[config.mk]
export PLATFORM = sky130hd
export DESIGN_NAME = sha2_uart_sequencer_flat
export DESIGN_NICKNAME = d
export VERILOG_FILES = /design/src/rtl/sha2_uart_sequencer_if.sv /design/src/rtl/sha2_uart_sequencer.sv /design/src/flat_wrapper.sv
export SDC_FILE = /design/constraint.sdc
export NUM_CORES = 1
export LEC_CHECK = 0
export ABC_AREA = 1
export CAP_MARGIN = 20
export CORE_ASPECT_RATIO = 0.9
export CORE_MARGIN = 3
export CORE_UTILIZATION = 48
export DETAILED_ROUTE_END_ITERATION = 16
export HOLD_SLACK_MARGIN = 0.15
export PLACE_DENSITY_LB_ADDON = 0.1
export SYNTH_ARGS = -nofsm -noshare
export SYNTH_HDL_FRONTEND = slang
export SYNTH_SLANG_ARGS = --single-unit
[constraint.sdc]
create_clock -name clk -period 13.9 [get_ports clk]
set_input_delay 3.475 -clock clk [delete_from_list [all_inputs] [get_ports clk]]
set_output_delay 3.475 -clock clk [all_outputs]
set_load 0.05 [all_outputs]
[src/rtl/sha2_uart_sequencer_if.sv]
// sha2_uart_sequencer_if: groups the UART rx/tx, SHA-256 core and status signals of the sequencer.
// master: the sequencer (drives tx_*, core_we/idx/word/start, status); slave: the UART/core side.
interface sha2_uart_sequencer_if;
  logic         rx_valid;
  logic [7:0]   rx_byte;
  logic         rx_error;
  logic         tx_start;
  logic [7:0]   tx_byte;
  logic         tx_busy;
  logic         core_we;
  logic [3:0]   core_idx;
  logic [31:0]  core_word;
  logic         core_start;
  logic         core_busy;
  logic         core_done;
  logic [255:0] core_digest;
  logic [7:0]   status;
  modport master (
    input  rx_valid, rx_byte, rx_error, tx_busy, core_busy, core_done, core_digest,
    output tx_start, tx_byte, core_we, core_idx, core_word, core_start, status
  );
  modport slave (
    output rx_valid, rx_byte, rx_error, tx_busy, core_busy, core_done, core_digest,
    input  tx_start, tx_byte, core_we, core_idx, core_word, core_start, status
  );
endinterface

[src/rtl/sha2_uart_sequencer.sv]
// sha2_uart_sequencer: loads 64 UART bytes into a SHA-256 core, hashes them and streams the 32-byte digest back out.
// Ports: clk, rst (async active-high), bus (sha2_uart_sequencer_if.master: rx/tx UART, core write/start/done, status LEDs).
// Optional SHA2_RXERR_ABORT_EN: rx_error while loading discards the partial block.
module sha2_uart_sequencer #(
  parameter logic [31:0] RX_TIMEOUT = 32'd50_000_000
) (
  input logic clk,
  input logic rst,
  sha2_uart_sequencer_if.master bus
);
  typedef enum logic [2:0] {IDLE, LOAD, START, HASH, SEND, SEND_WAIT} state_t;
  state_t state, state_n;
  logic [5:0]   cnt;
  logic [23:0]  sr;
  logic [31:0]  tmo;
  logic [255:0] digest;
  logic [4:0]   bidx;
  logic [1:0]   wcnt;
  logic take, tmo_hit, abort, ovr, send_go, wait_go, done_all;
  logic [3:0] st_n;
  always_comb begin
    // a byte flagged with a framing error is never accepted
    take = bus.rx_valid && !bus.rx_error && (state == IDLE || state == LOAD);
    ovr = bus.rx_valid && !(state == IDLE || state == LOAD);
    tmo_hit = state == LOAD && !take && tmo == RX_TIMEOUT - 32'd1;
`ifdef SHA2_RXERR_ABORT_EN
    abort = state == LOAD && bus.rx_error;
`else
    abort = 1'b0;
`endif
    send_go = state == SEND && !bus.tx_busy;
    wait_go = state == SEND_WAIT && wcnt == 2'd2 && !bus.tx_busy;
    done_all = wait_go && bidx == 5'd31;
    state_n = state;
    unique case (state)
      IDLE:      state_n = take ? LOAD : IDLE;
      LOAD:      state_n = (abort || tmo_hit) ? IDLE : (take && cnt == 6'd63) ? START : LOAD;
      START:     state_n = bus.core_busy ? START : HASH;
      HASH:      state_n = bus.core_done ? SEND : HASH;
      SEND:      state_n = send_go ? SEND_WAIT : SEND;
      SEND_WAIT: state_n = wait_go ? (bidx == 5'd31 ? IDLE : SEND) : SEND_WAIT;
      default:   state_n = IDLE;
    endcase
    st_n = {state_n == SEND || state_n == SEND_WAIT, state_n == START || state_n == HASH,
            state_n == LOAD, state_n == IDLE};
  end
  always_ff @(posedge clk or posedge rst)
    if (rst) state <= IDLE;
    else state <= state_n;
  always_ff @(posedge clk or posedge rst) begin
    if (rst) begin
      cnt <= '0;
      sr <= '0;
      tmo <= '0;
      digest <= '0;
      bidx <= '0;
      wcnt <= '0;
      bus.core_we <= 1'b0;
      bus.core_idx <= '0;
      bus.core_word <= '0;
      bus.core_start <= 1'b0;
      bus.tx_start <= 1'b0;
      bus.tx_byte <= '0;
      bus.status <= '0;
    end else begin
      bus.core_we <= 1'b0;
      bus.core_start <= 1'b0;
      bus.tx_start <= 1'b0;
      if (take) begin
        cnt <= cnt + 6'd1;
        sr <= {sr[15:0], bus.rx_byte};
        tmo <= '0;
        if (cnt[1:0] == 2'd3) begin
          bus.core_we <= 1'b1;
          bus.core_idx <= cnt[5:2];
          bus.core_word <= {sr, bus.rx_byte};
        end
      end else if (state == LOAD) tmo <= tmo + 32'd1;
      if (abort || tmo_hit) begin
        cnt <= '0;
        tmo <= '0;
      end
      if (state == START && !bus.core_busy) bus.core_start <= 1'b1;
      if (state == HASH && bus.core_done) begin
        digest <= bus.core_digest;
        bidx <= '0;
      end
      if (send_go) begin
        // byte i of the digest sits at [255-8i -: 8]; ~bidx is 31-i
        bus.tx_byte <= digest[{~bidx, 3'b111} -: 8];
        bus.tx_start <= 1'b1;
        wcnt <= '0;
      end
      if (state == SEND_WAIT && wcnt != 2'd2) wcnt <= wcnt + 2'd1;
      if (wait_go) bidx <= bidx + 5'd1;
      if (done_all) cnt <= '0;
      bus.status <= {bus.status[7] ^ done_all, bus.status[6] | tmo_hit,
                     bus.status[5] | bus.rx_error, bus.status[4] | ovr, st_n};
    end
  end
endmodule

[src/flat_wrapper.sv]
// flat-port wrapper written by rule: the top's interface ports become plain ports
module sha2_uart_sequencer_flat 
#(
  parameter logic [31:0] RX_TIMEOUT = 32'd50_000_000
)
  (clk, rst, bus_rx_valid, bus_rx_byte, bus_rx_error, bus_tx_busy, bus_core_busy, bus_core_done, bus_core_digest, bus_tx_start, bus_tx_byte, bus_core_we, bus_core_idx, bus_core_word, bus_core_start, bus_status);
  sha2_uart_sequencer_if bus_i ();
  input logic clk;
  input logic rst;
  input wire logic [$bits(bus_i.rx_valid)-1:0] bus_rx_valid;
  input wire logic [$bits(bus_i.rx_byte)-1:0] bus_rx_byte;
  input wire logic [$bits(bus_i.rx_error)-1:0] bus_rx_error;
  input wire logic [$bits(bus_i.tx_busy)-1:0] bus_tx_busy;
  input wire logic [$bits(bus_i.core_busy)-1:0] bus_core_busy;
  input wire logic [$bits(bus_i.core_done)-1:0] bus_core_done;
  input wire logic [$bits(bus_i.core_digest)-1:0] bus_core_digest;
  output wire logic [$bits(bus_i.tx_start)-1:0] bus_tx_start;
  output wire logic [$bits(bus_i.tx_byte)-1:0] bus_tx_byte;
  output wire logic [$bits(bus_i.core_we)-1:0] bus_core_we;
  output wire logic [$bits(bus_i.core_idx)-1:0] bus_core_idx;
  output wire logic [$bits(bus_i.core_word)-1:0] bus_core_word;
  output wire logic [$bits(bus_i.core_start)-1:0] bus_core_start;
  output wire logic [$bits(bus_i.status)-1:0] bus_status;
  assign bus_i.rx_valid = bus_rx_valid;
  assign bus_i.rx_byte = bus_rx_byte;
  assign bus_i.rx_error = bus_rx_error;
  assign bus_i.tx_busy = bus_tx_busy;
  assign bus_i.core_busy = bus_core_busy;
  assign bus_i.core_done = bus_core_done;
  assign bus_i.core_digest = bus_core_digest;
  assign bus_tx_start = bus_i.tx_start;
  assign bus_tx_byte = bus_i.tx_byte;
  assign bus_core_we = bus_i.core_we;
  assign bus_core_idx = bus_i.core_idx;
  assign bus_core_word = bus_i.core_word;
  assign bus_core_start = bus_i.core_start;
  assign bus_status = bus_i.status;
  sha2_uart_sequencer #(.RX_TIMEOUT(RX_TIMEOUT)) u_core (.clk(clk), .rst(rst), .bus(bus_i));
endmodule
==> flow_summary.toml, run 1 <==
[run_status]
outcome = "finished clean"

[placement]
dp_slack_ns = 7.26
place_area_um2 = 21400
place_inst = 2599
routabilityCongestion = 0.845
port_buffers = 325
hpwl_mm = 36.1

[synth]
synth.area.top_cells = "dfrtp_1 (54%), mux2_2 (14%), nand2_1 (13%), nand3_1 (4.6%), mux2_1 (2.5%)"
synth_area_um2 = 17800
ys_types = 33
ys_seq_area_share_pct = 53.8
synth.largest_area_cell = "dfrtp_1"
synth_seq_cells = 383
synth_nets = 2154
yosys_warnings = 0
synth_flop_cell = "dfrtp_1"
synth_most_common_cell = "nand2_1"
synth_edf_count = 0
yosysTopAreaCellShare_pct = 53.8
netlist_instances = 1878
synth.avg_cell_area_um2 = 9.49
yosys-top-cells-count = "nand2_1 (606), dfrtp_1 (383), mux2_2 (216)"
synthArstFlopShare_pct = 100

[global_route]
grt_max_degree = 185
grt.busiest_layer = "met2"
grt-ovfl-total = 0
grt_use_met3_pct = 5.54
grt_pass1_wl_mm = 80.3
use_met1_pct = 37.7
grt_util_met2_pct = 39.0
antenna_found_initial = 8
grt_pass1_vias = 14200
grtUsageTotal_pct = 25.9

[detailed_routing]
vias_per_cell = 5.27
ant_nets = 0
drt-pass1-iter-count = 5
vias = 14100
drt_iter0_markers = 943
wirelength_mm = 51.6
wl_per_cell_um = 19.3
drc = 0

[floorplanning]
die_area_um2 = 39500
rows = 66
die_w_um = 209
core_um2 = 36400
io_pins = 326
die_h_um = 189
initial_utilization_pct = 48.9

[setup_path]
crit_path_cell_trace = "clkdlybuf4s50_1, nand2_4, buf_4, buf_4, mux2_2"
critPathBufInv = 3
cp_slowest_cell = "buf_4"
end_kind = "flip-flop"
path_common_cell = "buf_4"
cp_max_fo = 70
crit_type = "primary input to flip-flop"
crit_arrival_ns = 6.52
worstSetupStartpointType = "primary input"
critPathMaxStageDelay_ns = 0.79
path_delay_family = "buffers and inverters"
cp.required_ns = 14.32

[layout]
final_util_pct = 62.5
final_nets = 2444
drive_above_1_share_pct = 14.6
multiInputGateArea_um2 = 7460
syn_to_final_growth_pct = 27.8
design_area_um2 = 22800
seq_area_um2 = 9590
instances_no_fill = 2678
fillers = 3079

[job]
drv.max_cap_violation_count = 0

[clock_tree]
htreeDepth = 2
clock_latency_ns = 0.56
cts-root-buf = "clkbuf_16"
cts.sinks = 383
cts_tree = "yes"
cts_buffer_depth = 3
cts_resized = 0
post_cts.repair.setup_buffers = 0
ctsHoldBuffers = 0
numCtsBuffers = 42
cts.clk_slew.worst_paths_ns = 0.06

[timing]
hold_violations = 0
slew_viol_final = 0
max_slew.worst_pin.slew_ns = 1.03
fmax_ghz = 0.164
setup_violations = 0
post-route-min-period_ns = 6.10
relSlewSlack_pct = 31.1
fin_worst_skew_ns = 0.0251
rsz0062_at_grt = "no"
fin_crit_sh_pct = 43.9
setup_tns_ns = 0
setup_slack_ns = 7.80

[hold_path]
holdCritPathClass = "flip-flop to flip-flop"

[pwr]
power_density_nw_per_um2 = 159
p_switching_mw = 1.37
p_sw_share_pct = 37.7
p_comb_share_pct = 31.6
clkPwrFrac_pct = 30.6
pwr-share-seq_pct = 37.9
leakagePower_nw = 11.2
vdd_ir_drop_max_v = 0.000194
internal-power_mw = 2.26
worst register-to-register path, cell delays in order (launching register included):
cell	delay, ns
dfrtp_1	0.43
inv_2	0.10
nor3_2	0.07
nand2_4	0.51
buf_4	0.81
buf_4	0.79
mux2_2	0.45
metrics by stage:
step	hold WS [ns]	total power, mW
detailed placement	0.456	2.54
global placement	0.442	2.52
floorplan	0.442	2.07
CTS	0.468	3.65
finish	0.466	3.62
global route	0.489	3.80
path summary, 6_finish.rpt:
check                                               start                                   end  slack, ns  depth (start not counted)
worst min-delay path            u_core.sr[17]$_DFFE_PP0P_  u_core.bus.core_word[25]$_DFFE_PP0P_       0.47                          2
worst max register to register  u_core.state[0]$_DFF_PP0_        u_core.digest[185]$_DFFE_PP0P_      10.61                          6
max in group asynchronous                             rst   u_core.bus.core_word[1]$_DFFE_PP0P_       7.92                          5
worst max-delay path                        bus_core_done        u_core.digest[185]$_DFFE_PP0P_       7.80                          5
min in group asynchronous                             rst         u_core.digest[99]$_DFFE_PP0P_       3.59                          3
worst min register to register  u_core.sr[17]$_DFFE_PP0P_  u_core.bus.core_word[25]$_DFFE_PP0P_       0.47                          2
logic make-up after synthesis:
kind of cell	after synthesis	synth area share, %
AND/OR/NAND/NOR	927	21.6
flip-flops	383	53.8
multiplexers	256	16.2
buffers and inverters	188	4.44
AO/OA/AOI/OAI	106	3.03
XOR/XNOR	13	0.639
adder cells (fa/ha/maj)	5	0.351
final cells by class:
cell class	count	share of cell area, %
Antenna cell	2	0.0220
Clock buffer	65	5.61
Clock inverter	11	0.445
Inverter	94	1.58
Multi-Input combinational cell	1307	32.7
Sequential cell	383	42.1
Tap cell	476	2.62
Timing Repair Buffer	340	14.9
flip-flops by register name, summed over array words and instances, names as in the netlist:
| signal | cells |
|---|---|
| u_core.state | 3 |
| u_core.digest | 256 |
| u_core.bus.tx_start | 1 |
| u_core.bus.core_word | 32 |
| u_core.bus.core_we | 1 |
| u_core.bus.core_start | 1 |
| u_core.bus.tx_byte | 8 |
| u_core.tmo | 32 |
| u_core.bus.status | 8 |
| u_core.cnt | 6 |
| u_core.sr | 24 |
| u_core.bidx | 5 |
| u_core.bus.core_idx | 4 |
| u_core.wcnt | 2 |
placed cells by master (no fill, tap or decap), types with 2 or more instances in the layout:
cell / synthesis / routed
mux2_2: 216 / 216
nand2_1: 606 / 605
inv_1: 85 / 83
xor2_1: 11 / 11
mux2_1: 40 / 40
clkbuf_1: 31 / 10
nor2_1: 100 / 99
xnor2_1: 2 / 2
nand4_1: 23 / 23
a21oi_1: 39 / 39
nor3b_1: 3 / 3
clkinvlp_4: 0 / 2
ha_1: 5 / 5
buf_4: 0 / 13
dfrtp_1: 383 / 382
nand2_4: 1 / 2
clkbuf_8: 0 / 12
o21ai_0: 63 / 63
nor3_1: 14 / 14
nor2_2: 2 / 3
clkdlybuf4s50_1: 0 / 325
clkinv_1: 4 / 4
nand3b_1: 3 / 3
diode_2: 0 / 2
nand2_2: 5 / 5
inv_2: 5 / 5
clkinv_2: 0 / 7
buf_12: 0 / 2
clkbuf_16: 0 / 43
nand3_1: 163 / 163
nor3_2: 4 / 4
power groups by stage:
| stage | clock network, mW | registers, mW | logic (mW) |
|---|---|---|---|
| 5_1_grt | 1.17 | 1.39 | 1.23 |
| 4_1_cts | 1.13 | 1.37 | 1.15 |
| 2_1_floorplan | 0 | 1.56 | 0.507 |
| 6_report | 1.11 | 1.37 | 1.14 |
| 3_3_place_gp | 0 | 1.39 | 1.14 |
| 3_5_place_dp | 0 | 1.39 | 1.15 |
routing by layer:
layer	up-vias	part of all wire (%)	routed length, um
met5	-	0.15	77
met4	12	2.7	1370
met3	82	6.6	3410
met2	428	45	23000
met1	6881	46	23700
li1	6722	-	-
Power figures use the tool's default switching activity.
==> run 2, diff against run 1 <==
- clock period: 13.9 -> 5 ns (I/O delays scaled with it)
==> flow_summary.toml, run 2 (same netlist as run 1, synthesis figures left out) <==
[run_status]
outcome = "finished clean"

[floorplanning]
die_area_um2 = 39500
die_w_um = 209
core_um2 = 36400
io_pins = 326
initial_utilization_pct = 48.9
rows = 66
die_h_um = 189

[detailed_routing]
vias_per_cell = 5.31
vias = 14200
wirelength_mm = 52.6
wl_per_cell_um = 19.6
drt-pass1-iter-count = 5
drt_iter0_markers = 1211
drc = 0
ant_nets = 0

[layout]
instances_no_fill = 2680
syn_to_final_growth_pct = 28.2
final_nets = 2445
mostFrequentLayoutCells = "nand2_1 (605), dfrtp_1 (382), clkdlybuf4s50_1 (325)"
top_register = "u_core.digest"
final_util_pct = 62.8
final_common_cell = "nand2_1"
design_area_um2 = 22900
drive_above_1_share_pct = 14.6
top_regs = "u_core.digest: 256 flops, u_core.bus.core_word: 32 flops, u_core.tmo: 32 flops"
largest_register_ff_count = 256

[global_route]
grt-ovfl-total = 0
grt_pass1_wl_mm = 81.7
grtUsageTotal_pct = 26.4
grt_pass1_vias = 14100
grt_max_degree = 119
antenna_found_initial = 7

[clock_tree]
ctsHoldBuffers = 0
cts.clk_slew.worst_paths_ns = 0.06
htreeDepth = 2
cts_resized = 0
numCtsBuffers = 41
cts_tree = "yes"
cts-root-buf = "clkbuf_16"
clock_latency_ns = 0.56
cts_buffer_depth = 3
post_cts.repair.setup_buffers = 0
cts.sinks = 383

[hold_path]
min_path_cells = 1
holdCritPathClass = "flip-flop to flip-flop"
hold_path_end = "u_core.bus.status[5]$_DFF_PP0_"
min_from = "u_core.bus.status[5]$_DFF_PP0_"

[pwr]
vdd_ir_drop_max_v = 0.000445
p_total_mw = 10.1
power_density_nw_per_um2 = 444
leakagePower_nw = 11.2

[placement]
port_buffers = 325
routabilityCongestion = 0.906
place_inst = 2602
hpwl_mm = 37.3
place_area_um2 = 21500

[setup_path]
cp.required_ns = 3.75
crit_path_cell_trace = "clkdlybuf4s50_1"
crit_type = "flip-flop to primary output"
cp_max_fo = 2
worstSetupStartpointType = "flip-flop"
critPathBufInv = 1
reg2reg_depth = 10
worstReg2RegStart = "u_core.bidx[0]$_DFFE_PP0P_"
critPathMaxStageDelay_ns = 0.91
crit_arrival_ns = 1.80
r2r-end = "u_core.bus.tx_byte[1]$_DFFE_PP0P_"
end_kind = "primary output"
path_delay_family = "buffers and inverters"
cp_slowest_cell = "clkdlybuf4s50_1"
r2r_setup_slack_ns = 1.98

[timing]
hold_violations = 0
fin_crit_sh_pct = 61.0
fmax_ghz = 0.328
rsz0062_at_grt = "no"
fin_worst_skew_ns = 0.0204
post-route-min-period_ns = 3.05
setup_violations = 0
slew_viol_final = 0
relSlewSlack_pct = 27.2
max_slew.worst_pin.slew_ns = 1.09

[job]
drv.max_cap_violation_count = 0
run 2: area by class of cell:
type                    instances  area, um2
repair buffers                342       3460
multi-input cells            1307       7460
clock buffers                  63       1230
flip-flops and latches        383       9590
well taps                     476        596
diodes                          4       10.0
inverters                      94        359
fillers                      3119      13600
clock inverters                11        159
run 2: metal layers:
| metal | up-vias | GRT usage (%) | wire length, um |
|---|---|---|---|
| li1 | 6735 | - | - |
| met1 | 6973 | 39.0 | 24300 |
| met2 | 436 | 40.4 | 23800 |
| met3 | 79 | 5.43 | 3430 |
| met4 | 8 | 6.31 | 1020 |
| met5 | - | 0 | 66 |
run 2: how the worst max path moves through the flow:
stage / from / end / slack (ns) / depth (start not counted)
3_3_place_gp: bus_rx_error / u_core.tmo[23]$_DFFE_PP0P_ / 1.62 / 10
3_5_place_dp: bus_rx_error / u_core.tmo[21]$_DFFE_PP0P_ / 1.56 / 10
2_1_floorplan: rst / u_core.bidx[0]$_DFFE_PP0P_ / -1.40 / 1
6_report: u_core.bus.tx_byte[2]$_DFFE_PP0P_ / bus_tx_byte[2] / 1.95 / 1
5_1_grt: u_core.bidx[0]$_DFFE_PP0P_ / u_core.bus.tx_byte[0]$_DFFE_PP0P_ / 1.74 / 12
4_1_cts: u_core.bus.status[0]$_DFF_PP0_ / bus_status[0] / 1.92 / 1
run 2: power breakdown:
| part | internal, mW | switching, mW |
|---|---|---|
| logic | 0.985 | 2.20 |
| clock network | 1.86 | 1.27 |
| registers | 3.48 | 0.361 |
run 2: worst reg2reg max path: cells and delay by family, from the launching register on:
family / cells / cell delay (ns)
DFF: 1 / 0.72
buffers and inverters: 2 / 1.40
and+or+nand+nor: 7 / 0.67
AOI/OAI and AO/OA: 1 / 0.16
run 2: stage by stage:
stage	TNS (ns)	hold slack [ns]	setup WS (ns)
6_report	0	0.459	1.95
3_5_place_dp	0	0.447	1.56
2_1_floorplan	-535.43	0.442	-1.40
4_1_cts	0	0.462	1.92
3_3_place_gp	0	0.447	1.62
5_1_grt	0	0.482	1.74
==> run 3, diff against run 2 <==
- CORE_UTILIZATION: 48 -> 53
- clock period: 5 -> 3 ns (I/O delays scaled with it)
==> flow_summary.toml, run 3 (same netlist as run 1, synthesis figures left out) <==
[timing]
fmax_ghz = 0.396
relSlewSlack_pct = 39.1
slew_viol_final = 0
post-route-min-period_ns = 2.53
setup_tns_ns = 0
fin_crit_sh_pct = 84.2
fin_worst_skew_ns = 0.0110
setup_violations = 0
max_slew.worst_pin.slew_ns = 0.914
rsz0062_at_grt = "no"
hold_violations = 0

[clock_tree]
cts_resized = 0
cts.clk_slew.worst_paths_ns = 0.06
htreeDepth = 2
cts_tree = "yes"
cts-root-buf = "clkbuf_16"
ctsHoldBuffers = 0
cts_buffer_depth = 3
numCtsBuffers = 40
post_cts.repair.setup_buffers = 0
clock_latency_ns = 0.54
cts.sinks = 383

[setup_path]
worstSetupStartpointType = "flip-flop"
end_kind = "primary output"
crit_type = "flip-flop to primary output"
reg2reg_depth = 8
critPathBufInv = 1
cp.required_ns = 2.25
cp_slowest_cell = "clkdlybuf4s50_1"
r2r-end = "u_core.bus.tx_byte[0]$_DFFE_PP0P_"
cp_max_fo = 2
path_delay_family = "buffers and inverters"
r2r_setup_slack_ns = 0.63
worstReg2RegStart = "u_core.bidx[1]$_DFFE_PP0P_"
critPathMaxStageDelay_ns = 0.88
crit_arrival_ns = 1.78
crit_path_cell_trace = "clkdlybuf4s50_1"

[layout]
syn_to_final_growth_pct = 28.7
largest_register_ff_count = 256
mostFrequentLayoutCells = "nand2_1 (605), dfrtp_1 (381), clkdlybuf4s50_1 (325)"
top_register = "u_core.digest"
final_common_cell = "nand2_1"
design_area_um2 = 22900
top_regs = "u_core.digest: 256 flops, u_core.bus.core_word: 32 flops, u_core.tmo: 32 flops"
drive_above_1_share_pct = 15.4
final_nets = 2462

[pwr]
vdd_ir_drop_max_v = 0.000699
leakagePower_nw = 11.3
power_density_nw_per_um2 = 732
p_total_mw = 16.8

[placement]
place_area_um2 = 21600
port_buffers = 325
routabilityCongestion = 0.888
hpwl_mm = 36.7

[detailed_routing]
ant_nets = 0
vias_per_cell = 5.47
wl_per_cell_um = 19.5
wirelength_mm = 51.4
drt_iter0_markers = 1038
drt-pass1-iter-count = 5
vias = 14500
drc = 0

[floorplanning]
core_um2 = 33000
rows = 63
io_pins = 326
initial_utilization_pct = 54.0
die_w_um = 199
die_h_um = 180
die_area_um2 = 35900

[hold_path]
holdCritPathClass = "flip-flop to flip-flop"
hold_path_end = "u_core.bus.status[4]$_DFF_PP0_"
min_path_cells = 1
min_from = "u_core.bus.status[4]$_DFF_PP0_"

[job]
drv.max_cap_violation_count = 0

[global_route]
grt_pass1_wl_mm = 80.4
grt_pass1_vias = 14700
grtUsageTotal_pct = 28.7
grt-ovfl-total = 0
antenna_found_initial = 11
grt_max_degree = 92

[run_status]
outcome = "finished clean"
run 3: changes by cell type in the layout (fill, tap and decap cells not counted), sizes merged:
cell | previous run | this run
buf | 17 | 35
clkbuf | 63 | 59
diode | 4 | 6
bufinv | 3 | 2
clkinv | 10 | 9
clkinvlp | 2 | 3
inv | 90 | 91
run 3: worst max-delay path by stage:
stage	cells past startpoint	start	slack, ns	end
after floorplan	1	rst	-2.90	u_core.bidx[0]$_DFFE_PP0P_
after global placement	11	bus_rx_valid	0.51	u_core.tmo[19]$_DFFE_PP0P_
after detailed placement	11	bus_rx_valid	0.39	u_core.tmo[25]$_DFFE_PP0P_
after CTS	1	u_core.bus.status[7]$_DFF_PP0_	0.45	bus_status[7]
after global routing	1	u_core.bus.tx_byte[6]$_DFFE_PP0P_	0.42	bus_tx_byte[6]
final	1	u_core.bus.tx_byte[3]$_DFFE_PP0P_	0.47	bus_tx_byte[3]
run 3: layout make-up:
type                    count  area [um2]
clock inverters            11         118
well taps                 422         528
diodes                      6        15.0
inverters                  94         359
multi-input cells        1307        7460
flip-flops and latches    383        9590
fillers                  2548       10100
clock buffers              59        1210
repair buffers            360        3650
run 3: stage by stage:
stage          instances  hold WS (ns)  setup slack, ns  util (%)
4_1_cts             2636         0.457            0.454      69.4
5_1_grt             2642         0.499            0.420      69.4
6_report            2642         0.456            0.473      69.4
2_1_floorplan       1878         0.442            -2.90         -
3_5_place_dp        2566         0.444            0.389      65.4
3_3_place_gp        2566         0.443            0.508      65.4
run 3: power by group:
part | switching (mW) | total (mW) | internal [mW] | leakage [nW]
sequential | 0.505 | 6.30 | 5.80 | 5.23
combinational | 3.73 | 5.47 | 1.74 | 5.38
clock | 2.06 | 5.03 | 2.97 | 0.656
run 3: routing by layer:
layer,vias to the layer above,track usage [%],part of all wire [%]
li1,6777,-,-
met2,510,44.1,46
met4,10,8.18,2.4
met1,7071,41.4,44
met3,87,6.15,8.1
met5,-,0,0.12
